File: src/rtl/rf_write_arbiter.sv
// Round-robin arbiter sharing the register-file write port between the ALU and
// memory writeback paths, with a one-cycle registered write and RAW hazard flag.
module rf_write_arbiter #(
  parameter int WD_SIZE        = 32,
  parameter int INSTR_REG_BITS = 5,
  parameter int CNT_BITS       = 16
) (
  input  logic                      clk,
  input  logic                      reset_n,
  input  logic                      alu_valid,
  input  logic [INSTR_REG_BITS-1:0] alu_rd,
  input  logic [WD_SIZE-1:0]        alu_data,
  output logic                      alu_ready,
  input  logic                      mem_valid,
  input  logic [INSTR_REG_BITS-1:0] mem_rd,
  input  logic [WD_SIZE-1:0]        mem_data,
  output logic                      mem_ready,
  input  logic [INSTR_REG_BITS-1:0] rs1,
  input  logic [INSTR_REG_BITS-1:0] rs2,
  output logic                      hazard,
  output logic [INSTR_REG_BITS-1:0] wr_rd,
  output logic [WD_SIZE-1:0]        wr_data,
  output logic [CNT_BITS-1:0]       conflict_cnt
);

  typedef enum logic {PRIO_ALU = 1'b0, PRIO_MEM = 1'b1} prio_e;

  prio_e                     prio_q, prio_d;
  logic [INSTR_REG_BITS-1:0] wr_rd_q, wr_rd_d;
  logic [WD_SIZE-1:0]        wr_data_q, wr_data_d;
  logic [CNT_BITS-1:0]       cnt_q, cnt_d;

  logic alu_real, mem_real, alu_null, mem_null;
  logic grant_alu, grant_mem;

  // An operand is hazardous while its write is requested or sitting in the output stage.
  function automatic logic rs_hazard(input logic [INSTR_REG_BITS-1:0] rs);
    return (rs != '0) &&
           ((alu_real && (rs == alu_rd)) ||
            (mem_real && (rs == mem_rd)) ||
            (rs == wr_rd_q));
  endfunction

  always_comb begin
    // NOTE: every always_comb output gets a default first so no path leaves it unassigned (no latch).
    prio_d    = prio_q;
    wr_rd_d   = '0;
    wr_data_d = wr_data_q;
    cnt_d     = cnt_q;

    alu_real  = alu_valid && (alu_rd != '0);
    mem_real  = mem_valid && (mem_rd != '0);
    alu_null  = alu_valid && (alu_rd == '0);
    mem_null  = mem_valid && (mem_rd == '0);

    grant_alu = alu_real && (!mem_real || (prio_q == PRIO_ALU));
    grant_mem = mem_real && !grant_alu;

    // Writes to x0 are acknowledged and dropped without touching the pointer.
    alu_ready = reset_n && (alu_null || grant_alu);
    mem_ready = reset_n && (mem_null || grant_mem);

    if (grant_alu) begin
      prio_d    = PRIO_MEM;
      wr_rd_d   = alu_rd;
      wr_data_d = alu_data;
    end else if (grant_mem) begin
      prio_d    = PRIO_ALU;
      wr_rd_d   = mem_rd;
      wr_data_d = mem_data;
    end

    if (alu_real && mem_real && (cnt_q != '1)) cnt_d = cnt_q + 1'b1;

    hazard = rs_hazard(rs1) || rs_hazard(rs2);
  end

  // NOTE: state registers use non-blocking assignments so all flops update from pre-edge values.
  always_ff @(posedge clk or negedge reset_n) begin
    if (!reset_n) begin
      prio_q    <= PRIO_ALU;
      wr_rd_q   <= '0;
      wr_data_q <= '0;
      cnt_q     <= '0;
    end else begin
      prio_q    <= prio_d;
      wr_rd_q   <= wr_rd_d;
      wr_data_q <= wr_data_d;
      cnt_q     <= cnt_d;
    end
  end

  assign wr_rd        = wr_rd_q;
  assign wr_data      = wr_data_q;
  assign conflict_cnt = cnt_q;

endmodule

File: config.mk
export PLATFORM = sky130hd
export DESIGN_NAME = rf_write_arbiter
export DESIGN_NICKNAME = d
export VERILOG_FILES = /design/src/rtl/rf_write_arbiter.sv
export SDC_FILE = /design/constraint.sdc
export NUM_CORES = 1
export LEC_CHECK = 0
export ABC_AREA = 0
export CORE_MARGIN = 4
export CORE_UTILIZATION = 43
export CTS_CLUSTER_DIAMETER = 200
export CTS_CLUSTER_SIZE = 8
export DETAILED_ROUTE_END_ITERATION = 12
export HOLD_SLACK_MARGIN = 0.08
export PLACE_DENSITY = 0.93
export SKIP_LAST_GASP = 1
export SLEW_MARGIN = 10
export SYNTH_ARGS = -nofsm -noshare
export SYNTH_HDL_FRONTEND = slang
export SYNTH_SLANG_ARGS = --single-unit
File: constraint.sdc
create_clock -name clk -period 4.6 [get_ports clk]
set_input_delay 1.38 -clock clk [delete_from_list [all_inputs] [get_ports clk]]
set_output_delay 1.38 -clock clk [all_outputs]
set_load 0.02 [all_outputs]
## Word-level counts from Yosys, hierarchy flattened

Cells that the tools add are included.
W data, S select, Z words.

| cells by class | value |
|---|---|
| $add $sub $neg | 1 |
| reduce and logical (&&, ||, !) cells | 33 |
| muxes and demuxes | 6 |
| eq/ne operators | 7 |
| bitwise logic cells | 1 |

Operator list:

| kind | count |
|---|---|
| $mux W32 | 2 |
| $eq A5 B5 Y1 | 6 |
| $reduce_bool A5 Y1 | 4 |
| $add A16 B1 Y16 const B | 1 |
| $logic_and A1 B1 Y1 | 16 |
| $ne A16 B16 Y1 const B | 1 |
| $logic_not A5 Y1 | 2 |
| $mux W5 | 2 |
| $logic_or A1 B1 Y1 | 8 |
| $logic_not A1 Y1 | 2 |
| $mux W1 | 2 |
| $reduce_bool A2 Y1 | 1 |
| $not A1 Y1 | 1 |

| storage, ports and cells | value |
|---|---|
| flip-flop bits (word level) | 54 |
| input bits | 88 |
| output and inout bits | 56 |

## Logic depth before layout (Yosys ltp)

| logic depth | value |
|---|---|
| depth in word-level cells | 9 |
| gate-level depth with buffers | 6 |
| mapped depth without buffers | 6 |

## Worst setup path after synthesis

OpenSTA, ideal clock, no wires.

| path | value |
|---|---|
| path type | input-to-output |
| start point | in mem_rd[0] |
| end point | out mem_ready |
| arrival | 2671 ps |
| slack | 549 ps |
| stages on the path | 5 |
| data required time | 3220 ps |
| cells stage by stage | or4_4 o21a_1 a21oi_4 o21ai_0 and3_1 |

| on the way | value |
|---|---|
| longest elaborated chain between the ends | 9 |

RTL lines:

| element | RTL line | text |
|---|---|---|
| start, declared | 15 | `input logic [INSTR_REG_BITS-1:0] mem_rd,` |
| $reduce_bool A5 Y1 | 52 | `mem_real = mem_valid && (mem_rd != '0);` |
| $logic_and A1 B1 Y1 | 52 |  |
| $logic_not A1 Y1 | 56 | `grant_alu = alu_real && (!mem_real \|\| (prio_q == PRIO_ALU));` |
| $logic_or A1 B1 Y1 | 56 |  |
| $logic_and A1 B1 Y1 | 56 |  |
| $logic_not A1 Y1 | 57 | `grant_mem = mem_real && !grant_alu;` |
| $logic_and A1 B1 Y1 | 57 |  |
| $logic_or A1 B1 Y1 (*) | 61 | `mem_ready = reset_n && (mem_null \|\| grant_mem);` |
| $logic_and A1 B1 Y1 (*) | 61 |  |
| end, declared | 17 | `output logic mem_ready,` |

Mark *: on every way between the ends. The rest lies on a longest branch, timed or not.

## Worst setup path after layout

Ends and elaborated chain as after synthesis.

==> results.tsv <==
metric	value	unit
DR vias	2809	
Core Util, Final	72.5	%
non-filler instance count after layout	536	
Sw Share	33.5	%
Peak VDD IR	0.000236	V
hold buffer count at CTS	0	
FF-to-FF path depth	5	
CTS Buffer Depth	2	
DIE AREA	7840	um^2
Pins Over Slew Limit	0	
Post-synth EDFFs	0	
Synth Warn #	0	
Max-Cap Viols	0	
CP max stage delay	0.55	ns
area taken by multi-input logic gates	1380	um^2
Antenna Nets Post-Route	0	
final worst path period share	99.0	%
initial antenna violation count	0	
initial drt markers	118	
asr flop ratio synth	100	%
internal power	942	uW
first-pass GRT wire length	13800	um
worst path required time	3.22	ns
PwrDens	310	nW/um^2
clk slew on worst S/H paths	0.10	ns
end of the worst register-to-register path	conflict_cnt[1]	
CTS Buf Count	5	
htree depth	2	
placed cells	528	
Worst-Margin Slew	0.549	ns
Seq/Total Area, Yosys	48.4	%
final hold vios	0	
kind of critical path	input pin to output pin	
synthesized area per cell	9.65	um^2
area grow syn2layout	64.0	%
IO Count	144	
most instantiated cells after synthesis	nand2_1 (80), dfrtp_1 (54), a22oi_1 (32)	
Initial Util	44.2	%
sequential share of power	43.4	%
#FFs+latches synth	54	
Slew HR	63.1	%
RSZ-0062 raised after global routing	yes	
worst reg2reg setup slack	2.69	ns
leakage power	0.00196	uW
# diodes	0	
filler instances	496	
crit start category	input pin	
CTS root buf	clkbuf_8	
Clock power frac	19.7	%
largest net degree at the start of global routing	43	
Setup Viol. Count Final	0	
crit path time final	4.55	ns
Mapped Cells	289	
critical path cell sequence	clkdlybuf4s50_1 -> or4_4 -> o21a_1 -> a21oi_4 -> o21ai_0 -> and3_1 -> clkbuf_2	
grt ovf	0	
crit path DAT	3.17	ns
nets@finish	547	
leading area contributor after synthesis	dfrtp_1	
share of cells above drive strength 1	11.5	%
Max Clock Freq	220	MHz
Routed WL	9020	um
number of global-route vias before repair	2924	
GPL Wtd Cong	0.841	
DIE HEIGHT	88.6	um
Synth cell types	31	
Max stage delay cell, worst path	or4_4	
clock tree sinks	54	
routed len/inst	16.8	um
CP bufs+invs	2	
clk_skew	0.00921	ns
Die X	88.6	um
Synthesized Nets	378	
drt drc	0	
min-delay src	wr_data[20]	
Total Routing Usage GR	22.7	%
outcome	finished clean	
reg2reg start	conflict_cnt[0]	
Pre-antenna DRT Iters	4	
CTS tree	done	
nature of the critical path endpoint	output pin	
vias per inst	5.24	
share of the synthesized area in the top cell type	48.4	%
combinational share of power	36.9	%
register area	1350	um^2
Hold Crit Depth	2	
ys flop type	dfrtp_1	
most frequent cell after synthesis	nand2_1	
Area contributors post-synth	dfrtp_1 (48%), nand2_1 (11%), xnor2_1 (8.8%)	
FP Rows	29	
Core Area	6310	um^2
hpwl dp	7060	um
Hold Crit Class	flip-flop to flip-flop	
Worst path top cell family by delay	simple AND/OR/NAND/NOR gates	
PortBufs	143	
mapped cell area	2790	um^2
switching power total	475	uW
CP max FO	2	
clk_lat worst skew	0.30	ns
hold worst-path end	wr_data[20]	
-- per-layer routing --
layer	wire (um)	up-vias	GRT usage, %
li1	-	1348	-
met1	3580	1330	27.0
met2	4680	119	40.4
met3	631	12	5.77
met4	133	0	6.59
met5	0	-	0
-- tightest hold or removal path: stages (launching register included) --
cell and delay [ns]:
dfrtp_1 0.36, a22oi_1 0.07, nand2_1 0.05
-- worst max path at each step --
stage / start / end / cells after the start
finish: mem_rd[0] / mem_ready / 7
global route: mem_rd[0] / mem_ready / 7
CTS: mem_rd[0] / mem_ready / 7
detailed placement: mem_rd[0] / mem_ready / 7
global placement: mem_rd[0] / mem_ready / 7
floorplan: mem_rd[0] / mem_ready / 5
-- power groups by stage --
stage,clock (uW),sequential (uW),combinational [uW]
floorplan,0,698,145
global placement,0,616,518
detailed placement,0,621,529
CTS,287,614,530
global route,312,625,561
finish,279,615,523
-- cell type report --
class,instances,share of cell area (%)
clock buffer,7,1.89
clock inverter,1,0.191
inverter,1,0.0820
multi-input combinational,222,30.2
sequential,54,29.5
tap,77,2.10
timing repair buffer,174,36.0
-- repair_timing --
action	4_1_cts	5_1_grt
pin swaps	0	0
endpoints found under the hold margin	0	0
endpoints found under the setup margin	3	2
resized for setup	7	3
setup buffers	0	0
-- metrics by stage --
step / hold slack [ns] / power (uW) / TNS (ns) / cell area [um^2] / setup WS (ns)
after floorplan: 0.600 / 843 / 0 / 2790 / 0.549
after global placement: 0.475 / 1130 / -0.785 / 4490 / -0.314
after detailed placement: 0.480 / 1150 / -0.824 / 4490 / -0.329
after CTS: 0.506 / 1430 / -0.119 / 4590 / -0.119
after global routing: 0.524 / 1500 / -0.00837 / 4580 / -0.00837
final: 0.501 / 1420 / 0 / 4580 / 0.0451
-- state kept, by name, indices dropped and copies added (netlist names) --
register / cells
conflict_cnt: 16
wr_data: 32
prio_q: 1
wr_rd: 5
-- layout by cell type (no fill, tap or decap), types with 2 or more instances in the layout --
master | synthesis | routed
buf_4 | 1 | 31
or4_1 | 2 | 2
nor3_1 | 2 | 2
nor4_1 | 9 | 9
clkdlybuf4s50_1 | 0 | 139
dfrtp_1 | 54 | 54
nor2_2 | 0 | 3
nand4_1 | 7 | 7
nand2_1 | 80 | 80
and4_1 | 3 | 3
o21a_1 | 2 | 2
o21ai_1 | 4 | 4
a22oi_1 | 32 | 32
and3_1 | 2 | 2
xnor2_1 | 28 | 28
or4_4 | 2 | 2
nand3_1 | 12 | 12
nor2_1 | 6 | 3
buf_2 | 9 | 2
xor2_1 | 17 | 17
clkbuf_8 | 0 | 6
o21ai_0 | 4 | 4
-- kinds of logic after synthesis --
| logic type | count (synthesis) | share of synthesized area, % |
|---|---|---|
| buffers and inverters | 13 | 2.29 |
| flip-flops | 54 | 48.4 |
| AND/OR/NAND/NOR | 126 | 20.9 |
| XOR/XNOR | 45 | 14.1 |
| AO/OA/AOI/OAI | 49 | 13.4 |
| multiplexers | 1 | 0.404 |
| adder cells (fa/ha/maj) | 1 | 0.448 |
No activity file was read; power rests on OpenSTA's default activity.
